## src/rtl/regread_arbiter_pkg.sv

```systemverilog
// Shared register-file read definitions: default widths, slot state encoding, pointer sizing.
// No logic of its own; latency and backpressure are defined by the modules that import it.
package regread_arbiter_pkg;

    localparam int ADDR_W_DEF = 5;
    localparam int DATA_W_DEF = 32;

    typedef enum logic {
        SLOT_EMPTY = 1'b0,
        SLOT_FULL  = 1'b1
    } slot_state_t;

    function automatic int ptr_width(input int n);
        return (n > 1) ? $clog2(n) : 1;
    endfunction

endpackage

```

## src/rtl/regread_arbiter_if.sv

```systemverilog
// Request/response bundle between NUM_REQ requesters and the shared read-port arbiter.
// Requests use valid/ready; responses are held by the arbiter until rsp_ready.
interface regread_arbiter_if
    import regread_arbiter_pkg::*;
#(
    parameter int NUM_REQ = 3,
    parameter int ADDR_W  = ADDR_W_DEF,
    parameter int DATA_W  = DATA_W_DEF
) ();

    logic [NUM_REQ-1:0]        req_valid;
    logic [NUM_REQ*ADDR_W-1:0] req_addr;
    logic [NUM_REQ-1:0]        req_ready;
    logic [NUM_REQ-1:0]        rsp_valid;
    logic [NUM_REQ*DATA_W-1:0] rsp_data;
    logic [NUM_REQ-1:0]        rsp_ready;

    modport master (
        output req_valid, req_addr, rsp_ready,
        input  req_ready, rsp_valid, rsp_data
    );

    modport slave (
        input  req_valid, req_addr, rsp_ready,
        output req_ready, rsp_valid, rsp_data
    );

endinterface

```

## src/rtl/regread_arbiter_rr_select.sv

```systemverilog
// Round-robin one-hot picker: first set bit of eligible at or after ptr, wrapping.
// Purely combinational, zero latency; no backpressure of its own.
module rr_select
    import regread_arbiter_pkg::*;
#(
    parameter int NUM_REQ = 3,
    parameter int PTR_W   = ptr_width(NUM_REQ)
) (
    input  logic [NUM_REQ-1:0] eligible,
    input  logic [PTR_W-1:0]   ptr,
    output logic [NUM_REQ-1:0] grant
);

    logic [PTR_W-1:0] idx;

    // Walk offsets from farthest to nearest so the nearest eligible index overwrites the rest.
    always_comb begin
        grant = '0;
        idx   = '0;
        for (int k = NUM_REQ - 1; k >= 0; k--) begin
            idx = PTR_W'((int'(ptr) + k) % NUM_REQ);
            if (eligible[idx]) begin
                grant      = '0;
                grant[idx] = 1'b1;
            end
        end
    end

endmodule

```

## src/rtl/regread_arbiter.sv

```systemverilog
// Shares one register-file read port among NUM_REQ requesters; response valid 1 cycle after grant.
// A full slot that is not draining blocks its requester; a draining slot may capture in the same cycle.
module regread_arbiter
    import regread_arbiter_pkg::*;
#(
    parameter int NUM_REQ = 3,
    parameter int ADDR_W  = ADDR_W_DEF,
    parameter int DATA_W  = DATA_W_DEF
) (
    input  logic              clock,
    input  logic              ctrl_reset_n,
    regread_arbiter_if.slave  bus,
    output logic [ADDR_W-1:0] ctrl_readReg,
    input  logic [DATA_W-1:0] data_readReg
);

    localparam int PTR_W = ptr_width(NUM_REQ);

    slot_state_t        slot_state [NUM_REQ];
    logic [DATA_W-1:0]  slot_data  [NUM_REQ];
    logic [PTR_W-1:0]   ptr;
    logic [PTR_W-1:0]   ptr_next;
    logic [NUM_REQ-1:0] full;
    logic [NUM_REQ-1:0] drain;
    logic [NUM_REQ-1:0] eligible;
    logic [NUM_REQ-1:0] grant;

    always_comb begin
        full = '0;
        for (int i = 0; i < NUM_REQ; i++) begin
            full[i] = (slot_state[i] == SLOT_FULL);
        end
    end

    assign drain    = full & bus.rsp_ready;
    assign eligible = bus.req_valid & (~full | drain);

    rr_select #(
        .NUM_REQ (NUM_REQ),
        .PTR_W   (PTR_W)
    ) u_rr_select (
        .eligible (eligible),
        .ptr      (ptr),
        .grant    (grant)
    );

    // A grant seen while reset is low must never complete a handshake.
    assign bus.req_ready = grant & {NUM_REQ{ctrl_reset_n}};
    assign bus.rsp_valid = full;

    always_comb begin
        bus.rsp_data = '0;
        for (int i = 0; i < NUM_REQ; i++) begin
            bus.rsp_data[i*DATA_W +: DATA_W] = slot_data[i];
        end
    end

    always_comb begin
        ctrl_readReg = '0;
        ptr_next     = ptr;
        for (int i = 0; i < NUM_REQ; i++) begin
            if (bus.req_ready[i]) begin
                ctrl_readReg = bus.req_addr[i*ADDR_W +: ADDR_W];
                ptr_next     = (i == NUM_REQ - 1) ? '0 : PTR_W'(i + 1);
            end
        end
    end

    always_ff @(posedge clock or negedge ctrl_reset_n) begin
        if (!ctrl_reset_n) begin
            ptr <= '0;
            for (int i = 0; i < NUM_REQ; i++) begin
                slot_state[i] <= SLOT_EMPTY;
                slot_data[i]  <= '0;
            end
        end else begin
            ptr <= ptr_next;
            for (int i = 0; i < NUM_REQ; i++) begin
                if (slot_state[i] == SLOT_EMPTY) begin
                    if (bus.req_ready[i]) begin
                        slot_state[i] <= SLOT_FULL;
                        slot_data[i]  <= data_readReg;
                    end
                end else begin
                    // Capture wins over drain so a back-to-back response is never dropped.
                    if (bus.req_ready[i]) begin
                        slot_data[i] <= data_readReg;
                    end else if (bus.rsp_ready[i]) begin
                        slot_state[i] <= SLOT_EMPTY;
                    end
                end
            end
        end
    end

endmodule

```

## src/flat_wrapper.sv

```systemverilog
// flat-port wrapper written by rule: the top's interface ports become plain ports
module regread_arbiter_flat import regread_arbiter_pkg::*;
#(
    parameter int NUM_REQ = 3,
    parameter int ADDR_W  = ADDR_W_DEF,
    parameter int DATA_W  = DATA_W_DEF
)
  (clock, ctrl_reset_n, ctrl_readReg, data_readReg, bus_req_valid, bus_req_addr, bus_rsp_ready, bus_req_ready, bus_rsp_valid, bus_rsp_data);
  regread_arbiter_if #(.NUM_REQ(NUM_REQ), .ADDR_W(ADDR_W), .DATA_W(DATA_W)) bus_i ();
  input  logic clock;
  input  logic ctrl_reset_n;
  output logic [ADDR_W-1:0] ctrl_readReg;
  input  logic [DATA_W-1:0] data_readReg;
  input wire logic [$bits(bus_i.req_valid)-1:0] bus_req_valid;
  input wire logic [$bits(bus_i.req_addr)-1:0] bus_req_addr;
  input wire logic [$bits(bus_i.rsp_ready)-1:0] bus_rsp_ready;
  output wire logic [$bits(bus_i.req_ready)-1:0] bus_req_ready;
  output wire logic [$bits(bus_i.rsp_valid)-1:0] bus_rsp_valid;
  output wire logic [$bits(bus_i.rsp_data)-1:0] bus_rsp_data;
  assign bus_i.req_valid = bus_req_valid;
  assign bus_i.req_addr = bus_req_addr;
  assign bus_i.rsp_ready = bus_rsp_ready;
  assign bus_req_ready = bus_i.req_ready;
  assign bus_rsp_valid = bus_i.rsp_valid;
  assign bus_rsp_data = bus_i.rsp_data;
  regread_arbiter #(.NUM_REQ(NUM_REQ), .ADDR_W(ADDR_W), .DATA_W(DATA_W)) u_core (.clock(clock), .ctrl_reset_n(ctrl_reset_n), .bus(bus_i), .ctrl_readReg(ctrl_readReg), .data_readReg(data_readReg));
endmodule
```

## config.mk

```make
export PLATFORM = sky130hd
export DESIGN_NAME = regread_arbiter_flat
export DESIGN_NICKNAME = d
export VERILOG_FILES = /design/src/rtl/regread_arbiter_pkg.sv /design/src/rtl/regread_arbiter_if.sv /design/src/rtl/regread_arbiter_rr_select.sv /design/src/rtl/regread_arbiter.sv /design/src/flat_wrapper.sv
export SDC_FILE = /design/constraint.sdc
export NUM_CORES = 1
export LEC_CHECK = 0
export BUFFER_PORTS_ARGS = -buffer_cell sky130_fd_sc_hd__buf_4
export CAP_MARGIN = 10
export CORE_MARGIN = 2
export CORE_UTILIZATION = 45
export CTS_CLUSTER_DIAMETER = 100
export DETAILED_ROUTE_END_ITERATION = 12
export PLACE_DENSITY = 0.86
export SLEW_MARGIN = 5
export SYNTH_ARGS = -nofsm -noshare
export SYNTH_HDL_FRONTEND = slang
export SYNTH_HIERARCHICAL = 1
export SYNTH_SLANG_ARGS = --single-unit
```

## constraint.sdc

```tcl
create_clock -name clock -period 4.8 [get_ports clock]
set_input_delay 1.44 -clock clock [delete_from_list [all_inputs] [get_ports clock]]
set_output_delay 1.44 -clock clock [all_outputs]
set_load 0.03 [all_outputs]
```

==> summary.md, run 1 <==
| Metric | Value |
|---|---|
| Hpwl dp | `6.93 mm` |
| Initial core utilization | `45.7%` |
| CP Class | `input port to output port` |
| Detailed-route via count | `2889` |
| Syn Area/Cell | `15.3 um2` |
| Relative slew slack | `44.6%` |
| CP most frequent cell | `buf_4` |
| Final WS setup | `-0.00150 ns` |
| Synthesis Warnings | `6` |
| Peak supply drop | `465 uV` |
| Post-synth EDFFs | `0` |
| DR vias/cell | `5.19` |
| Worst Path Arrival | `approximately 3.4 ns` |
| Comb pwr share | `59.1%` |
| Worst Tran Pin Value | `0.831 ns` |
| GR peak layer | `met2` |
| Post-Syn Instances | `272` |
| Nets@finish | `501` |
| CTS Buffer Depth | `2` |
| Layout cell share with drive strength beyond 1 | `roughly two thirds` |
| Crit path launch type | `input port` |
| Die Area | `0.0100 mm2` |
| Core Box Area | `0.00911 mm2` |
| Number of port buffers | `161` |
| Switching share of power | `a little over two fifths` |
| Clk Latency, worst-skew pair | `0.35 ns` |
| Root Buffer | `clkbuf_8` |
| GR Util met2 | `35.8%` |
| Worst-path clk slew | `0.09 ns` |
| Crit end category | `output port` |
| Initial drt markers | `48` |
| GRT Residual Overflow | `0` |
| Initial antenna violation count | `1` |
| Int Pwr | `around 2.9 mW` |
| Met1 usage in global routing | `between 20% and 30%` |
| Slew Limit Fails | `0` |
| Async set or reset register ratio after synthesis | `100%` |
| Max H-tree Level | `3` |
| First drt pass iteration count | `4` |
| Post-route ant nets | `0` |
| Outcome | `complete, but fails checks` |
| Top_reg_cell synth | `dfrtp_1` |
| CTS tree | `done` |
| Syn Std Cell Area | `around 0.0042 mm2` |
| FILL cells | `707` |
| CTS Hold Bufs | `0` |
| Peak Freq | `0.208 GHz` |
| Critical path peak fanout | `6` |
| Minimum clock period after layout | `4.80 ns` |
| Critical Path RT | `3.36 ns` |
| Clock share of power | `11.2%` |
| Pwr Density | `895 mW/mm2` |
| Die extent in y | `100 um` |
| Simple-gate area share of the yosys netlist | `4.87%` |
| Violated checks | `setup timing` |
| # rows | `35` |
| Synth Net Count | `331` |
| Switching Power | `2.23 mW` |
| Slowest CP cell | `a221o_1` |
| Vias in the first global route | `3018` |
| RD Place Congestion | `0.949` |
| Hold Vio Cnt, Final | `0` |
| Post-route clock skew | `0.0161 ns` |
| Final WL | `9.80 mm` |
| Largest net degree at the start of global routing | `68` |
| Setup WS pre-CTS | `-0.0430 ns` |
| Synth Area in Compound Gates | `3.28%` |
| Max incr delay on CP | `0.30 ns` |
| I/O pins | `roughly 160` |
| Tot GR Track Use | `roughly a fifth` |
| Max_cap viols | `0` |
| Layout area overhead | `38.3%` |
| # diodes | `0` |
| Die X | `100 um` |
| GR Util met3 | `between 5 and 6%` |
| Mux contribution to synthesized area | `26.7%` |
| Seq pwr share | `29.7%` |
| Global-route wire length before repair | `15.3 mm` |
| Total leakage power | `2.77 nW` |
| Main combinational cell family by area after synthesis | `multiplexers` |
| Crit-path cells | `buf_4, nand2b_1, and2_4, mux2i_2, nor2_1, o21ai_2, a31oi_4, buf_4, and3_2, a221o_1, buf_6` |
| Seq/Total Area, Yosys | `just over 60%` |
| HP Class | `flop to flop` |
| Fin crit share | `100%` |
| Number of buffers created by CTS | `9` |
| Core Util, Final | `63.2%` |
| Adder-cell area share of the yosys netlist | `1.20%` |
| XOR/XNOR Fraction of Synth Area | `0%` |
| Avg WL per Cell | `~18 um` |
| FF+latch count, synth | `101` |
| # clock sinks | `101` |
| Final setup fails | `1` |
| Synth unique cells | `32` |
| DRC | `0` |
## metrics by stage
stage	hold WS (ns)	cells	power (mW)	setup TNS [ns]	area (um2)
after global routing	0.522	557	5.41	-0.0115	5760
final	0.513	557	5.15	-0.00150	5760
after floorplan	0.501	272	3.47	0	4160
after global placement	0.488	539	4.43	0	5450
after detailed placement	0.494	539	4.51	-0.132	5450
after CTS	0.516	554	5.11	0	5670
## layout make-up
cell class,count,area (um2),share of cell area [%]
clock buffers,10,128,2.22
multi-input cells,154,1560,27.1
well taps,111,139,2.41
inverters,5,18.8,0.326
repair buffers,171,1300,22.6
flip-flops and latches,101,2530,43.9
clock inverters,5,83.8,1.46
## cells in the final DEF, fill, tap and decap left out, types with 2 or more instances in the layout
cell type   Yosys  layout
a221o_1         5       5
and2_4          0       3
and3_2          5       5
buf_4           2     166
buf_6           4       5
bufinv_16       0       2
clkbuf_8        3       9
clkinvlp_4      0       2
dfrtp_1       101     101
ha_1            4       4
inv_1           5       5
mux2_2         96      96
mux2i_1         3       2
nand2_1         8       8
nand2_2         2       2
nand2b_4        0       2
nor2_1          4       3
## power by group through the flow
| stage | Combinational [mW] | Clock [mW] | Sequential [mW] |
|---|---|---|---|
| after floorplan | 1.10 | 0 | 2.37 |
| after detailed placement | 2.97 | 0 | 1.54 |
| after global routing | 3.20 | 0.626 | 1.58 |
| final | 3.05 | 0.577 | 1.53 |
| after CTS | 2.98 | 0.597 | 1.53 |
| after global placement | 2.91 | 0 | 1.52 |
## worst max-delay path: cells and delay by family
family	cells	cell delay (ns)
buffers and inverters	3	0.42
AND/OR/NAND/NOR	4	0.69
AO/OA/AOI/OAI	3	0.62
multiplexers	1	0.19
## path summary, 6_finish.rpt
check / start / endpoint / slack, ns / cells after the start
worst max-delay path: bus_rsp_ready[2] / ctrl_readReg[1] / -0.002 / 11
worst min-delay path: u_core/bus.rsp_data[19] / u_core/bus.rsp_data[19] / 0.51 / 1
worst max register to register: u_core/ptr[1] / u_core/bus.rsp_data[64] / 2.02 / 10
worst min register to register: u_core/bus.rsp_data[19] / u_core/bus.rsp_data[19] / 0.51 / 1
max in group asynchronous: ctrl_reset_n / u_core/bus.rsp_data[36] / 2.40 / 3
min in group asynchronous: ctrl_reset_n / u_core/ptr[1] / 1.21 / 2
## synthesized netlist by cell type (all sizes together) (2+ instances only)
cell type,number,area [um2]
nor2b,2,12.5
dfrtp,101,2530
a31oi,2,12.5
buf,9,75.1
ha,4,50.1
nand2,10,42.5
and3,5,37.5
mux2,96,1080
o21ai,3,15.0
nor2,4,15.0
inv,5,18.8
a221o,5,50.1
and3b,2,17.5
mux2i,3,30.0
clkbuf,3,41.3
and2,4,25.0
nand2b,3,18.8
## cell families after synthesis
logic type / count (synthesis)
adders and majority gates: 4
muxes: 99
and+or+nand+nor: 34
AOI/OAI and AO/OA: 17
DFF: 101
buffers and inverters: 17
## state kept, by name (all words and copies together) (netlist names)
register and count:
u_core/bus.rsp_data 96, u_core/ptr 2, u_core/bus.rsp_valid 3
## metal layers
metal | part of all wire [%] | up-vias | routed length (um)
met2 | 54 | 106 | 5260
li1 | - | 1302 | -
met1 | 38 | 1465 | 3750
met5 | 0.12 | - | 12
met3 | 6.7 | 14 | 658
met4 | 1.2 | 2 | 118
## repair_timing
item | CTS | global route
setup buffers | 0 | 3
setup endpoints to repair | 5 | 5
pin swaps | 1 | 7
endpoints found under the hold margin | 0 | 0
resized for setup | 5 | 15
No activity file was read; power rests on OpenSTA's default activity.
==> inputs of run 2 (changes only) <==
Settings changed: RECOVER_POWER from default to 25.
==> run 2 against run 1 <==
  * The run still ends with setup timing left
  * Count of clock-buffer cells in the layout did not move
  * Flip-flop and latch count did not move
  * Clock skew fell by 0.00097 ns
  * Wire length rose by 0.11%
  * Final cell count did not move
  * Non-clock buffer count did not move
  * Utilization fell by 1.8 points
  * Global-route usage did not move
  * Sequential share of layout area rose by 1.3 points
  * Worst setup slack improved by 0.00084 ns
  * Cell area fell by 2.8%
  * Critical endpoint unchanged
==> summary.md, run 2 (synthesis results as in run 1) <==
| Metric | Value |
|---|---|
| Outcome | `complete, but fails checks` |
| Violated checks | `setup timing` |
| Die Area | `0.0100 mm2` |
| # rows | `35` |
| Die X | `between 100 and 150 um` |
| Worst Path Arrival | `3.36 ns` |
| Area of the multi-input gates | `between 0.0015 and 0.002 mm2` |
| Crit-path cells | `buf_4, nand2b_1, and2_4, mux2i_2, nor2_1, o21ai_2, a31oi_4, buf_4, and3_2, a221o_1, buf_6` |
| Number of buffers and inverters on the critical path | `3` |
| Number of port buffers | `161` |
| Core Util, Final | `about three fifths` |
| Global-route wire length before repair | `15.3 mm` |
| CP Class | `input port to output port` |
| GRT Residual Overflow | `0` |
| Max H-tree Level | `3` |
| Commonest non-fill, non-tap cell in the layout | `buf_4` |
| Worst path depth | `11` |
| Layout cell share with drive strength beyond 1 | `58.1%` |
| CTS tree | `done` |
| Flop2flop setup slack | `2.01 ns` |
| Core Box Area | `0.00911 mm2` |
| Detailed-route via count | `~2900` |
| DRC | `0` |
| Nets@finish | `501` |
| Critical R2R Launch | `u_core/ptr[1]` |
| Hold Crit Depth | `1` |
| Fin crit share | `100%` |
| Clk Latency, worst-skew pair | `between 0.3 and 0.4 ns` |
| Layout area overhead | `34.4%` |
| Initial core utilization | `45.7%` |
| Worst Tran Pin Value | `0.835 ns` |
| Post-route ant nets | `0` |
| CTS Buffer Depth | `2` |
| Final WS setup | `-0.000659 ns` |
| Slowest CP cell | `a221o_1` |
| Final Instance Area | `around 0.0056 mm2` |
| # diodes | `0` |
| Avg WL per Cell | `17.6 um` |
| Number of buffers created by CTS | `9` |
| DR vias/cell | `5.18` |
| WHS Endpoint | `u_core/bus.rsp_data[67]` |
| Critical path peak fanout | `6` |
| Max_cap viols | `0` |
| RD Place Congestion | `0.949` |
| Register area | `0.00253 mm2` |
| Relative slew slack | `44.3%` |
| Crit end category | `output port` |
| Vias in the first global route | `between 3000 and 4000` |
| I/O pins | `162` |
| Post-route clock skew | `0.0152 ns` |
| Largest net degree at the start of global routing | `68` |
| Peak Freq | `around 0.21 GHz` |
| Die extent in y | `100 um` |
| Post-DP Area | `0.00545 mm2` |
| Hpwl dp | `6.93 mm` |
| Max FFs per register | `96` |
| R2R Path End | `u_core/bus.rsp_data[64]` |
| DP Cell Count | `539` |
| Final WL | `9.81 mm` |
| Worst-path clk slew | `around 0.090 ns` |
| FILL cells | `741` |
| Hold Vio Cnt, Final | `0` |
| Initial antenna violation count | `1` |
| Slew Limit Fails | `0` |
| Setup_tns | `-0.000659 ns` |
| Tot GR Track Use | `around a fifth` |
| CP most frequent cell | `buf_4` |
| HP Class | `flop to flop` |
| # clock sinks | `around 100` |
| R2R depth | `10` |
| Final non-filler cell total | `557` |
| Max incr delay on CP | `0.30 ns` |
| Initial drt markers | `32` |
| CP top delay family | `simple AND/OR/NAND/NOR gates` |
| Critical Path RT | `3.36 ns` |
| Most frequent cells in the layout | `buf_4, dfrtp_1, mux2_2, clkbuf_1, clkbuf_8` |
| Min-delay src | `u_core/bus.rsp_data[67]` |
| Root Buffer | `clkbuf_8` |
| Minimum clock period after layout | `4.80 ns` |
| Crit path launch type | `input port` |
| Final setup fails | `1` |
| First drt pass iteration count | `4` |
run 2: cell types whose count changed in the layout (fill, tap and decap cells not counted), sizes merged:
cell    previous run  this run
buf              171       128
clkbuf            10        53
run 2: worst register-to-register path, delay by kind of cell (launching register included):
kind | cells | cell delay, ns
adders and majority gates | 1 | 0.31
muxes | 2 | 0.71
DFF | 1 | 0.43
AOI/OAI and AO/OA | 2 | 0.33
and+or+nand+nor | 2 | 0.19
buffers and inverters | 3 | 0.71
run 2: worst max-delay path by stage:
stage	startpoint	slack, ns	to
2_1_floorplan	bus_rsp_ready[1]	0.08	ctrl_readReg[0]
3_3_place_gp	bus_rsp_ready[0]	0.06	ctrl_readReg[1]
3_5_place_dp	bus_rsp_ready[1]	-0.04	ctrl_readReg[1]
4_1_cts	bus_rsp_ready[1]	0.01	ctrl_readReg[1]
5_1_grt	bus_rsp_ready[2]	-0.009	ctrl_readReg[1]
6_report	bus_rsp_ready[2]	-0.0007	ctrl_readReg[1]
run 2: area by class of cell:
cell class              count  share of cell area, %
clock buffers              10                   2.28
clock inverters             5                   1.50
inverters                   5                  0.335
multi-input cells         154                   27.8
flip-flops and latches    101                   45.2
well taps                 111                   2.48
repair buffers            171                   20.4
run 2: through the flow:
stage          setup slack, ns  hold WS [ns]
2_1_floorplan           0.0753         0.501
3_3_place_gp            0.0591         0.488
3_5_place_dp           -0.0430         0.494
4_1_cts                 0.0132         0.516
5_1_grt               -0.00878         0.518
6_report             -0.000659         0.511
run 2: what timing repair did:
action | 4_1_cts | 5_1_grt
gates resized for setup | 5 | 15
hold buffers | 0 | 0
pin swaps | 1 | 7
setup buffers | 0 | 3
endpoints found under the setup margin | 5 | 5
run 2: layer usage:
| metal | global-route usage, % | part of all wire, % | up-vias |
|---|---|---|---|
| met5 | 0 | 0.16 | - |
| met4 | 4.43 | 1.1 | 2 |
| met3 | 5.71 | 6.5 | 12 |
| met2 | 35.8 | 54 | 104 |
| met1 | 22.6 | 39 | 1462 |
| li1 | - | - | 1303 |
Power of run 2 is left out: the tool's default activity adds up to more than one toggle a clock period on the data nets, which glitch-free logic cannot reach.
==> inputs of run 3 (changes only) <==
Settings changed: ABC_AREA from default to 1.
==> run 3 against run 2 <==
  * The flow finishes with violations (capacitance limit, slew limit)
  * Via count up 21%
  * Clock skew down 0.0013 ns
  * Maximum frequency up 7.1%
  * Global-route usage up 1.4 points
  * Register-to-register slack better by 0.22 ns
  * Sequential share of layout area up 1.1 points
  * Worst hold slack worse by 0.023 ns
  * Synthesized cell count up 63%
  * Critical path depth up 3
  * Wire length up 2.8%
  * Flip-flop and latch count unchanged
  * Final cell count up 28%
  * Largest cell class unchanged
==> summary.md, run 3 <==
| Metric | Value |
|---|---|
| Worst Path Arrival | `between 3 and 4 ns` |
| Core Box Area | `0.00872 mm2` |
| XOR/XNOR Fraction of Synth Area | `0%` |
| Max incr delay on CP | `0.22 ns` |
| Largest net degree at the start of global routing | `66` |
| Avg WL per Cell | `14.1 um` |
| Most frequent cells in the layout | `buf_4, nand2_1, dfrtp_1, o21ai_0, inv_1` |
| Die Area | `0.00977 mm2` |
| HP Class | `flop to flop` |
| RSZ-0062 raised after global routing | `no` |
| Fin crit share | `93.4%` |
| Top_reg_cell synth | `dfrtp_1` |
| Critical R2R Launch | `u_core/ptr[0]` |
| Crit path launch type | `input port` |
| Pwr Density | `863 mW/mm2` |
| Synthesis Warnings | `6` |
| Mux contribution to synthesized area | `0%` |
| Syn Area/Cell | `9.14 um2` |
| Synth Net Count | `502` |
| Top-area cell type share of the netlist area | `62.4%` |
| Die extent in y | `between 90 and 100 um` |
| I/O pins | `162` |
| # diodes | `0` |
| Largest cells by area after synthesis | `dfrtp_1, nand2_1, o21ai_0` |
| Crit end category | `output port` |
| R2R depth | `11` |
| Detailed-route via count | `3501` |
| Slew Limit Fails | `51` |
| Tot GR Track Use | `21.0%` |
| Layout cell share with drive strength beyond 1 | `between 20 and 30%` |
| Synth Area in Compound Gates | `13.4%` |
| Post-synth EDFFs | `0` |
| Max H-tree Level | `3` |
| Synth unique cells | `20` |
| Peak supply drop | `409 uV` |
| Global-route wire length before repair | `16.7 mm` |
| Clk Latency, worst-skew pair | `0.35 ns` |
| Die X | `98.8 um` |
| Min-delay src | `u_core/bus.rsp_data[6]` |
| Initial antenna violation count | `1` |
| Hold Crit Depth | `2` |
| Worst Tran Pin Value | `2.55 ns` |
| Number of port buffers | `161` |
| Initial drt markers | `148` |
| GRT Residual Overflow | `0` |
| Final setup fails | `0` |
| FF+latch count, synth | `101` |
| Setup bufs post-CTS | `0` |
| Top-count cell post-synth | `nand2_1` |
| CTS Hold Bufs | `0` |
| Critical Path RT | `3.36 ns` |
| First drt pass iteration count | `4` |
| Seq/Total Area, Yosys | `62.4%` |
| Max FFs per register | `96` |
| CP top delay family | `simple AND/OR/NAND/NOR gates` |
| Relative slew slack | `-69.7%` |
| Number of buffers and inverters on the critical path | `4` |
| Hold Vio Cnt, Final | `0` |
| Post-route ant nets | `0` |
| Setup_tns | `0 ns` |
| CTS tree | `done` |
| Main combinational cell family by area after synthesis | `simple AND/OR/NAND/NOR gates` |
| Resized Gates After CTS | `0` |
| Outcome | `complete, but fails checks` |
| Core Util, Final | `between 60 and 70%` |
| CP Class | `input port to output port` |
| Worst path depth | `14` |
| Root Buffer | `clkbuf_8` |
| CTS Buffer Depth | `2` |
| Minimum clock period after layout | `about 4.5 ns` |
| Async set or reset register ratio after synthesis | `between 90% and 100%` |
| Simple-gate area share of the yosys netlist | `around 16%` |
| Commonest non-fill, non-tap cell in the layout | `buf_4` |
| DRC | `0` |
| Vias in the first global route | `~3600` |
| Max_cap viols | `1` |
| Post-Syn Instances | `443` |
| Violated checks | `capacitance limit, slew limit` |
| Adder-cell area share of the yosys netlist | `1.24%` |
| Layout area overhead | `34.8%` |
| Crit. Startpoint | `bus_rsp_ready[2]` |
| RD Place Congestion | `just under 1` |
| # clock sinks | `101` |
| Number of buffers created by CTS | `9` |
| Total leakage power | `between 2 and 3 nW` |
| Initial core utilization | `between 40% and 50%` |
| Post-route clock skew | `roughly 0.014 ns` |
| DR vias/cell | `4.91` |
| Critical path peak fanout | `5` |
| Synth top cells by count | `nand2_1, dfrtp_1, o21ai_0` |
| Worst-path clk slew | `around 0.090 ns` |
| Nets@finish | `659` |
| Slowest CP cell | `nor2_2` |
| Cell accounting for the most synthesized area | `dfrtp_1` |
| Peak Freq | `0.223 GHz` |
| Final WL | `10.1 mm` |
| CP most frequent cell | `nand2_1` |
| Hpwl dp | `7.32 mm` |
| Crit-path cells | `buf_4, inv_1, a21boi_1, nand2_1, nand2_1, nand2_1, nand2_1, inv_1, a21oi_2, nand2_2, nor2_2, nand2_1, nand3_1, buf_4` |
| # rows | `34` |
| Syn Std Cell Area | `0.00405 mm2` |
-- run 3: cell count changes after synthesis, sizes merged, moves of 3 or more --
cell    previous run  this run
a221o              5         0
clkbuf             3        12
inv                5        53
nand2             10       136
nand2b             3         0
mux2              96         0
and3               5         0
nor2               4         7
nand3              0        14
o21ai              3       100
and2               4         0
mux2i              3         0
-- run 3: layer usage --
layer / vias to the layer above / track usage (%) / routed length, um
li1: 1710 / - / -
met1: 1640 / 26.1 / 4100
met2: 138 / 36.4 / 5090
met3: 11 / 5.67 / 782
met4: 2 / 5.69 / 102
met5: - / 0 / 11
-- run 3: cells by family after synthesis --
kind of cell / count (synthesis)
buffers and inverters: 74
flip-flops: 101
AO/OA/AOI/OAI: 106
adder cells (fa/ha/maj): 4
AND/OR/NAND/NOR: 158
-- run 3: where the power goes --
group          leakage [nW]  internal (mW)  total (mW)  switching, mW
Sequential             1.26           1.27        1.50          0.236
Combinational          1.56          0.831        2.65           1.82
Clock                 0.101          0.260       0.552          0.292
Total                  2.93           2.36        4.71           2.35
-- run 3: worst paths after layout --
| check | to | slack (ns) |
|---|---|---|
| hold / removal | u_core/bus.rsp_data[6] | 0.49 |
| hold reg to reg | u_core/bus.rsp_data[6] | 0.49 |
| min in group asynchronous | u_core/bus.rsp_valid[0] | 1.00 |
| max in group asynchronous | u_core/bus.rsp_data[21] | 0.76 |
| setup / recovery | ctrl_readReg[4] | 0.32 |
| setup reg to reg | u_core/bus.rsp_data[88] | 2.23 |
-- run 3: metrics by stage --
step	instances	hold slack (ns)	cell area, um2	setup slack, ns	power [mW]
2_1_floorplan	443	0.519	4050	0.337	3.23
3_3_place_gp	697	0.469	5350	0.153	4.16
3_5_place_dp	697	0.475	5350	0.0270	4.27
4_1_cts	713	0.496	5560	0.0254	4.83
5_1_grt	713	0.516	5460	0.0638	5.03
6_report	713	0.488	5460	0.317	4.71
-- run 3: layout make-up --
cell class,count,area (um2)
inverter,53,199
clock inverter,6,70.1
tap,108,135
sequential,101,2530
clock buffer,10,138
multi-input combinational,268,1240
fill,770,3260
timing repair buffer,167,1150
-- run 3: worst min-delay path, delay by kind of cell, from the launching register on --
family,cells,cell delay (ns)
DFF,1,0.35
AOI/OAI and AO/OA,1,0.06
and+or+nand+nor,1,0.05
